File: config.mk
export PLATFORM = sky130hd
export DESIGN_NAME = multicycle_main_control
export DESIGN_NICKNAME = d
export VERILOG_FILES = /design/src/rtl/multicycle_main_control_pkg.sv /design/src/rtl/multicycle_main_control_instr_counter.sv /design/src/rtl/multicycle_main_control.sv
export SDC_FILE = /design/constraint.sdc
export NUM_CORES = 1
export LEC_CHECK = 0
export CELL_PAD_IN_SITES_DETAIL_PLACEMENT = 1
export CELL_PAD_IN_SITES_GLOBAL_PLACEMENT = 1
export CORE_MARGIN = 3
export CORE_UTILIZATION = 40
export CTS_CLUSTER_DIAMETER = 100
export DETAILED_ROUTE_END_ITERATION = 8
export GPL_ROUTABILITY_DRIVEN = 0
export PLACE_DENSITY = 0.82
export SLEW_MARGIN = 20
export SYNTH_ARGS = -nofsm -noshare
export SYNTH_HDL_FRONTEND = slang
export SYNTH_SLANG_ARGS = --single-unit
File: constraint.sdc
create_clock -name clk -period 3.2 [get_ports clk]
set_input_delay 0.64 -clock clk [delete_from_list [all_inputs] [get_ports clk]]
set_output_delay 0.64 -clock clk [all_outputs]
set_load 0.05 [all_outputs]
File: src/rtl/multicycle_main_control_pkg.sv
// Shared encodings for the multicycle MIPS control path: FSM states, opcodes and
// the 2-bit ALU_op codes that the ALU control decoder also consumes.
package multicycle_main_control_pkg;

  localparam logic [3:0] ST_IDLE      = 4'd0;
  localparam logic [3:0] ST_FETCH     = 4'd1;
  localparam logic [3:0] ST_DECODE    = 4'd2;
  localparam logic [3:0] ST_MEM_ADDR  = 4'd3;
  localparam logic [3:0] ST_MEM_READ  = 4'd4;
  localparam logic [3:0] ST_MEM_WB    = 4'd5;
  localparam logic [3:0] ST_MEM_WRITE = 4'd6;
  localparam logic [3:0] ST_EXECUTE   = 4'd7;
  localparam logic [3:0] ST_R_WB      = 4'd8;
  localparam logic [3:0] ST_BRANCH    = 4'd9;
  localparam logic [3:0] ST_JUMP      = 4'd10;
  localparam logic [3:0] ST_IMM_EXEC  = 4'd11;
  localparam logic [3:0] ST_IMM_WB    = 4'd12;

  typedef enum logic [3:0] {
    IDLE      = ST_IDLE,
    FETCH     = ST_FETCH,
    DECODE    = ST_DECODE,
    MEM_ADDR  = ST_MEM_ADDR,
    MEM_READ  = ST_MEM_READ,
    MEM_WB    = ST_MEM_WB,
    MEM_WRITE = ST_MEM_WRITE,
    EXECUTE   = ST_EXECUTE,
    R_WB      = ST_R_WB,
    BRANCH    = ST_BRANCH,
    JUMP      = ST_JUMP,
    IMM_EXEC  = ST_IMM_EXEC,
    IMM_WB    = ST_IMM_WB
  } state_t;

  localparam logic [5:0] OP_RTYPE = 6'b000000;
  localparam logic [5:0] OP_LW    = 6'b100011;
  localparam logic [5:0] OP_SW    = 6'b101011;
  localparam logic [5:0] OP_BEQ   = 6'b000100;
  localparam logic [5:0] OP_J     = 6'b000010;
  localparam logic [5:0] OP_ADDI  = 6'b001000;
  localparam logic [5:0] OP_ANDI  = 6'b001100;

  localparam logic [1:0] ALUOP_ADD   = 2'b00;
  localparam logic [1:0] ALUOP_SUB   = 2'b01;
  localparam logic [1:0] ALUOP_FUNCT = 2'b10;
  localparam logic [1:0] ALUOP_AND   = 2'b11;

endpackage

File: src/rtl/multicycle_main_control_instr_counter.sv
// Enable-increment counter with async active-high reset; wraps modulo 2^CNT_W.
module instr_counter #(
  parameter int CNT_W = 32
) (
  input  logic             i_clk,
  input  logic             i_rst,
  input  logic             i_en,
  output logic [CNT_W-1:0] o_count
);

  logic [CNT_W-1:0] r_count;

  always_ff @(posedge i_clk or posedge i_rst) begin
    if (i_rst) r_count <= '0;
    else if (i_en) r_count <= r_count + 1'b1;
  end

  assign o_count = r_count;

endmodule

File: src/rtl/multicycle_main_control.sv
// Main control FSM of the multicycle MIPS core: sequences each instruction from the
// IR opcode, drives datapath selects/strobes, counts retirements, flags bad opcodes.
module multicycle_main_control
  import multicycle_main_control_pkg::*;
#(
  parameter int CNT_W = 32
) (
  input  logic             clk,
  input  logic             reset,
  input  logic [5:0]       opcode,
  input  logic             mem_ready,
  output logic             pc_write,
  output logic             pc_write_cond,
  output logic [1:0]       pc_source,
  output logic             i_or_d,
  output logic             mem_read,
  output logic             mem_write,
  output logic             ir_write,
  output logic             reg_dst,
  output logic             reg_write,
  output logic             mem_to_reg,
  output logic             alu_src_a,
  output logic [1:0]       alu_src_b,
  output logic [1:0]       alu_op,
  output logic             illegal_op,
  output logic [CNT_W-1:0] instr_count
);

  state_t r_state;
  state_t w_next;
  logic   w_retire;

  always_ff @(posedge clk or posedge reset) begin
    if (reset) r_state <= IDLE;
    else       r_state <= w_next;
  end

  always_comb begin
    w_next        = r_state;
    w_retire      = 1'b0;
    pc_write      = 1'b0;
    pc_write_cond = 1'b0;
    pc_source     = 2'b00;
    i_or_d        = 1'b0;
    mem_read      = 1'b0;
    mem_write     = 1'b0;
    ir_write      = 1'b0;
    reg_dst       = 1'b0;
    reg_write     = 1'b0;
    mem_to_reg    = 1'b0;
    alu_src_a     = 1'b0;
    alu_src_b     = 2'b00;
    alu_op        = ALUOP_ADD;
    illegal_op    = 1'b0;

    unique case (r_state)
      IDLE: w_next = FETCH;
      FETCH: begin
        // PC+4 is computed every FETCH cycle but only committed with the IR.
        mem_read  = 1'b1;
        alu_src_b = 2'b01;
        ir_write  = mem_ready;
        pc_write  = mem_ready;
        if (mem_ready) w_next = DECODE;
      end
      DECODE: begin
        alu_src_b = 2'b11;
        unique case (opcode)
          OP_RTYPE:       w_next = EXECUTE;
          OP_LW, OP_SW:   w_next = MEM_ADDR;
          OP_BEQ:         w_next = BRANCH;
          OP_J:           w_next = JUMP;
          OP_ADDI, OP_ANDI: w_next = IMM_EXEC;
          default: begin
            w_next     = FETCH;
            illegal_op = 1'b1;
          end
        endcase
      end
      MEM_ADDR: begin
        alu_src_a = 1'b1;
        alu_src_b = 2'b10;
        w_next    = (opcode == OP_LW) ? MEM_READ : MEM_WRITE;
      end
      MEM_READ: begin
        mem_read = 1'b1;
        i_or_d   = 1'b1;
        if (mem_ready) w_next = MEM_WB;
      end
      MEM_WB: begin
        reg_write  = 1'b1;
        mem_to_reg = 1'b1;
        w_next     = FETCH;
        w_retire   = 1'b1;
      end
      MEM_WRITE: begin
        mem_write = 1'b1;
        i_or_d    = 1'b1;
        if (mem_ready) begin
          w_next   = FETCH;
          w_retire = 1'b1;
        end
      end
      EXECUTE: begin
        alu_src_a = 1'b1;
        alu_op    = ALUOP_FUNCT;
        w_next    = R_WB;
      end
      R_WB: begin
        reg_write = 1'b1;
        reg_dst   = 1'b1;
        w_next    = FETCH;
        w_retire  = 1'b1;
      end
      BRANCH: begin
        alu_src_a     = 1'b1;
        alu_op        = ALUOP_SUB;
        pc_write_cond = 1'b1;
        pc_source     = 2'b01;
        w_next        = FETCH;
        w_retire      = 1'b1;
      end
      JUMP: begin
        pc_write  = 1'b1;
        pc_source = 2'b10;
        w_next    = FETCH;
        w_retire  = 1'b1;
      end
      IMM_EXEC: begin
        alu_src_a = 1'b1;
        alu_src_b = 2'b10;
        alu_op    = (opcode == OP_ANDI) ? ALUOP_AND : ALUOP_ADD;
        w_next    = IMM_WB;
      end
      IMM_WB: begin
        reg_write = 1'b1;
        w_next    = FETCH;
        w_retire  = 1'b1;
      end
      default: w_next = IDLE;
    endcase
  end

  instr_counter #(.CNT_W(CNT_W)) u_instr_counter (
    .i_clk   (clk),
    .i_rst   (reset),
    .i_en    (w_retire),
    .o_count (instr_count)
  );

endmodule
Yosys cells after proc, flatten, opt, wreduce, memory -nomap -nowiden
Index checks and enable logic that the tools add are counted.
{"block": "classes", "n_addsub": 1, "eq_ne": 21, "muxes": 24, "n_reduce_logical": 13}
{"op": "$add 32x1->32 const B", "n": 1}
{"op": "$pmux 4 s8", "n": 1}
{"op": "$eq 4x4->1 const B", "n": 5}
{"op": "$pmux 4 s5", "n": 1}
{"op": "$eq 4x3->1 const B", "n": 4}
{"op": "$eq 6x4->1 const B", "n": 2}
{"op": "$eq 6x6->1 const B", "n": 2}
{"op": "$mux 1", "n": 12}
{"op": "$mux 4", "n": 3}
{"op": "$pmux 2 s3", "n": 2}
{"op": "$reduce_or 2->1", "n": 5}
{"op": "$eq 4x2->1 const B", "n": 2}
{"op": "$reduce_or 7->1", "n": 1}
{"op": "$eq 6x2->1 const B", "n": 1}
{"op": "$eq 6x3->1 const B", "n": 1}
{"op": "$logic_not 6->1", "n": 1}
{"op": "$ne 2x2->1 const B", "n": 3}
{"op": "$reduce_or 6->1", "n": 1}
{"op": "$reduce_or 5->1", "n": 1}
{"op": "$eq 4x1->1 const B", "n": 1}
{"op": "$logic_not 4->1", "n": 1}
{"op": "$mux 2", "n": 2}
{"op": "$pmux 1 s2", "n": 2}
{"op": "$pmux 2 s2", "n": 1}
{"op": "3 further kinds", "n": 3}
{"block": "word_totals", "reg_bits": 36, "inputBits": 9}

Longest topological paths before layout
Gate-level depths: netlist of run 1.
{"block": "logic_depth", "depth_word": 4, "mapped_depth": 8, "mapped_depth_nobuf": 5}

Cells and area by module
A second synthesis of run 1 with hierarchy kept.
{"block": "hier_totals", "cells_unflattened": 211, "hier_area_um2": 2122.0}
{"mod": "instr_counter", "instances": 1, "cells_each": 126, "area_per_inst_um2": 1510.2, "seq_area_each_um2": 800.8}
{"mod": "multicycle_main_control", "instances": 1, "cells_each": 85, "area_per_inst_um2": 611.8, "seq_area_each_um2": 100.1}

Worst setup path after synthesis of run 1
Ideal clock, no wire load.
{"block": "synth_timing", "path_kind": "reg2out", "start": "register r_state[0]", "end": "output pc_write", "arrival_ns": 2.350, "t_required_ns": 2.560, "slack_ns": 0.210, "path_stages_with_launch": 5, "path_buffers": 2, "cell_sequence": "dfrtp_1 > clkbuf_1 > clkbuf_1 > nor3_1 > or2_2"}
{"block": "synth_between", "elab_chain_cells": 2, "word_cells_on_any_way": 3, "classes_between": "eq/ne (2); mux (1)"}
{"element": "start: declaration", "line_no": "multicycle_main_control.sv:29", "text": "state_t r_state;"}
{"element": "start signal: assignment", "line_no": "multicycle_main_control.sv:35", "text": "else r_state <= w_next;"}
{"element": "$eq 4x4->1 or $eq 4x1->1 (tied branches)", "line_no": "multicycle_main_control.sv:56", "text": "unique case (r_state)"}
{"element": "$pmux 1 s2 (*)", "line_no": "multicycle_main_control.sv:56"}
{"element": "end: declaration", "line_no": "multicycle_main_control.sv:12", "text": "output logic pc_write,"}
Every way passes the cells marked *; elsewhere a longest branch is shown, timed or not.

Worst setup path in the final report of run 1
{"block": "layout_timing", "start": "input opcode[0]", "end": "output alu_op[1]"}
{"block": "layout_between", "elab_chain_cells": 3}
{"element": "start: declaration", "line_no": "multicycle_main_control.sv:10", "text": "input logic [5:0] opcode,"}
{"element": "$eq 6x4->1", "line_no": "multicycle_main_control.sv:132", "text": "alu_op = (opcode == OP_ANDI) ? ALUOP_AND : ALUOP_ADD;"}
{"element": "$mux 2", "line_no": "multicycle_main_control.sv:132"}
{"element": "$pmux 2 s3", "line_no": "multicycle_main_control.sv:56"}
{"element": "end: declaration", "line_no": "multicycle_main_control.sv:24", "text": "output logic [1:0] alu_op,"}
No other way between the ends.

==> impl_metrics.tcl, run 1 <==
set metrics [dict create \
    place_area_sq_um 2830 \
    nNetsFinal 284 \
    htree_levels 2 \
    yosysMostFrequentCell "dfrtp_1" \
    die_w_microns 80.7 \
    yosysWarningCount 0 \
    finClkSkew_ns 0.0121 \
    drv_cap 0 \
    hold_class "flop to flop" \
    multi_input_area_sq_um 1220 \
    syn-num-nets 231 \
    dp.final_hpwl_microns 4060 \
    regArea_sq_um 901 \
    num_rows 26 \
    final.setup.tns_ns 0 \
    cp.required_ns 2.56 \
    critPathLaunch "opcode[0]" \
    drt_wl_total_microns 5600 \
    powerDensity_nw_per_um2 638 \
    rsz0062_at_grt "false" \
    async_flop_share_pct 100 \
    synthSimpleGateAreaFrac_pct 30.1 \
    cts_setup_buffers 0 \
    hold_viol_final 0 \
    ios 58 \
    vias_per_cell 5.44 \
    power.share.switching_pct 46.1 \
    num_antenna_cells 0 \
    slew_viol_final 0 \
    ir_drop_mv 0.565 \
    timing.fmax_ghz 0.336 \
    core_sq_um 5240 \
    synthTopCellsByArea "dfrtp_1 40%, xnor2_1 9.8%, and3_1 3.4%, nand4_1 2.8%, xor2_1 2.7%" \
    p_total_mw 1.86 \
    clk_pin_slew_worst_paths_ns 0.08 \
    max_slew_margin_pct 59.2 \
    ys_ff_latch 36 \
    dieArea_sq_um 6520 \
    end_kind "primary output" \
    hold_buffers 0 \
    period_share_pct 92.9 \
    cts_tree "yes" \
    reg2reg_to "u_instr_counter.o_count[30]$_DFFE_PP0P_" \
    cp-endpoint "alu_op[1]" \
    max_slew.worst_pin.slew_ns 0.613 \
    synthMuxAreaShare_pct 1.01 \
    antenna_left 0 \
    setup_violations 0 \
    grt_pass1_vias 1957 \
    n_fill_cell 614 \
    yosysTopAreaCell "dfrtp_1" \
    synth_edf_count 0 \
    portBuffers 57 \
    status "completed" \
    drive_above_1_share_pct 15.3 \
    stdcell_area_sq_um 2920 \
    leakagePower_nw 1.23 \
    grt_usage_pct 18.9 \
    period_minus_slack_ns 2.97 \
    pwr-share-comb_pct 49.6 \
    start_util_pct 42.6 \
    route.detailed.drc 0 \
    grt_remaining_overflow 0 \
    worstSetupPathType "primary input to primary output" \
    first_pass_iters 5 \
    grt_max_degree 37 \
    clock_path_buffers 2 \
    synthTopCellsByCount "36 x dfrtp_1, 25 x xnor2_1, 16 x nand2_1, 13 x nor2_1, 12 x and3_1" \
    cp-start-kind "primary input" \
    cp_max_fo 4 \
    cts_resized 0 \
    grt_pass1_wl_microns 9620 \
    netlist_area_sq_um 2230 \
    rr_worst_depth 6 \
    cts_buffers 5 \
    synth_compound_area_share_pct 10.4 \
    cts_sinks 36 \
    synth_xor_area_share_pct 12.5 \
    synth_top_family_by_area "simple AND/OR/NAND/NOR gates" \
    r2r_setup_slack_ns 1.11 \
    synth_seq_area_share_pct 40.3 \
    seqPwrFrac_pct 32.6 \
    clock_latency_ns 0.29 \
    synth_cells 221 \
    antenna_found_initial 0 \
    synth.distinct_cells 58 \
    cp.arrival_ns 2.33 \
    yosysTopAreaCellShare_pct 40.3 \
    synthAdderAreaFrac_pct 0.560 \
    intPower_mw 1.00 \
    worstReg2RegStart "r_state[2]$_DFFE_PP0P_" \
    vias 1877 \
    p_switching_uw 859 \
    wl_per_cell_microns 16.2 \
    synth_ff_type "dfrtp_1" \
    first_iter_violations 85 \
    root_buffer "clkbuf_8" \
    avgSynthCellArea_sq_um 10.1 \
    power_frac_clock_pct 17.8 \
    die_y_microns 80.7 \
    synthToLayoutAreaGrowth_pct 30.8 \
]
-- per-stage QoR --
step	setup slack (ns)	instances	hold slack (ns)	util (%)
CTS	0.220	345	0.476	55.8
global placement	0.275	337	0.454	54.0
finish	0.227	345	0.471	55.8
detailed placement	0.226	337	0.462	54.0
floorplan	0.210	221	0.658	-
global route	0.118	345	0.513	55.8
-- layer usage --
layer | vias to the layer above | wire length, microns | global-route usage (%) | part of all wire [%]
met3 | 7 | 245 | 4.15 | 4.4
met4 | 0 | 55 | 4.56 | 0.98
met5 | - | 0 | 0 | 0
met1 | 941 | 2530 | 24.9 | 45
met2 | 42 | 2770 | 31.6 | 50
li1 | 887 | - | - | -
-- area by class of cell --
| class | count | area share (%) |
|---|---|---|
| Sequential cell | 36 | 30.8 |
| Clock inverter | 2 | 0.343 |
| Clock buffer | 6 | 2.83 |
| Tap cell | 70 | 3.00 |
| Multi-Input combinational cell | 168 | 41.8 |
| Inverter | 2 | 0.257 |
| Timing Repair Buffer | 61 | 21.0 |
-- worst min-delay path by stage --
stage                                                  from                                 endpoint  depth (start not counted)
finish              u_instr_counter.o_count[31]$_DFFE_PP0P_  u_instr_counter.o_count[31]$_DFFE_PP0P_                          1
global route        u_instr_counter.o_count[31]$_DFFE_PP0P_  u_instr_counter.o_count[31]$_DFFE_PP0P_                          1
CTS                 u_instr_counter.o_count[31]$_DFFE_PP0P_  u_instr_counter.o_count[31]$_DFFE_PP0P_                          1
detailed placement  u_instr_counter.o_count[31]$_DFFE_PP0P_  u_instr_counter.o_count[31]$_DFFE_PP0P_                          1
global placement    u_instr_counter.o_count[31]$_DFFE_PP0P_  u_instr_counter.o_count[31]$_DFFE_PP0P_                          1
floorplan                            r_state[1]$_DFFE_PP0P_                   r_state[2]$_DFFE_PP0P_                          4
-- worst max-delay path, stage by stage --
cell	delay, ns
clkdlybuf4s50_1	0.47
or3_4	0.42
nor2_1	0.13
nand3_1	0.10
o21ai_0	0.14
nor2b_1	0.25
buf_12	0.17
-- power by group through the flow --
stage,sequential [mW],clock (mW),combinational [mW]
finish,0.608,0.332,0.924
global route,0.620,0.365,0.988
CTS,0.606,0.341,0.934
detailed placement,0.610,0,0.926
global placement,0.608,0,0.912
floorplan,0.666,0,0.593
-- registers in the layout, indices dropped and copies added, names as in the netlist --
| name | count |
|---|---|
| r_state | 4 |
| u_instr_counter.o_count | 32 |
-- cells in the final DEF (no fill, tap or decap), drive strengths merged, types with 3 or more instances in the layout --
master and count:
clkdlybuf4s50 52, dfrtp 36, nand2b 8, clkbuf 6, nand4 13, a21oi 6
buf 9, nor2b 4, xor2 7, nor2 13, o21a 4, o21ai 3
nand2 16, and3 13, and2 5, xnor2 25, nand3 10, nor3 8
and4 4
-- logic make-up after synthesis --
family	after synthesis
AND/OR/NAND/NOR	105
flip-flops	36
XOR/XNOR	32
AO/OA/AOI/OAI	28
buffers and inverters	17
multiplexers	2
adder cells (fa/ha/maj)	1
No activity file was read; power rests on OpenSTA's default activity.
==> run 2: changes to the inputs <==
Settings changed: CTS_CLUSTER_SIZE set to 10.
==> results of run 2 <==
Same layout as run 1: the final DEF is identical, and so are final timing and power.
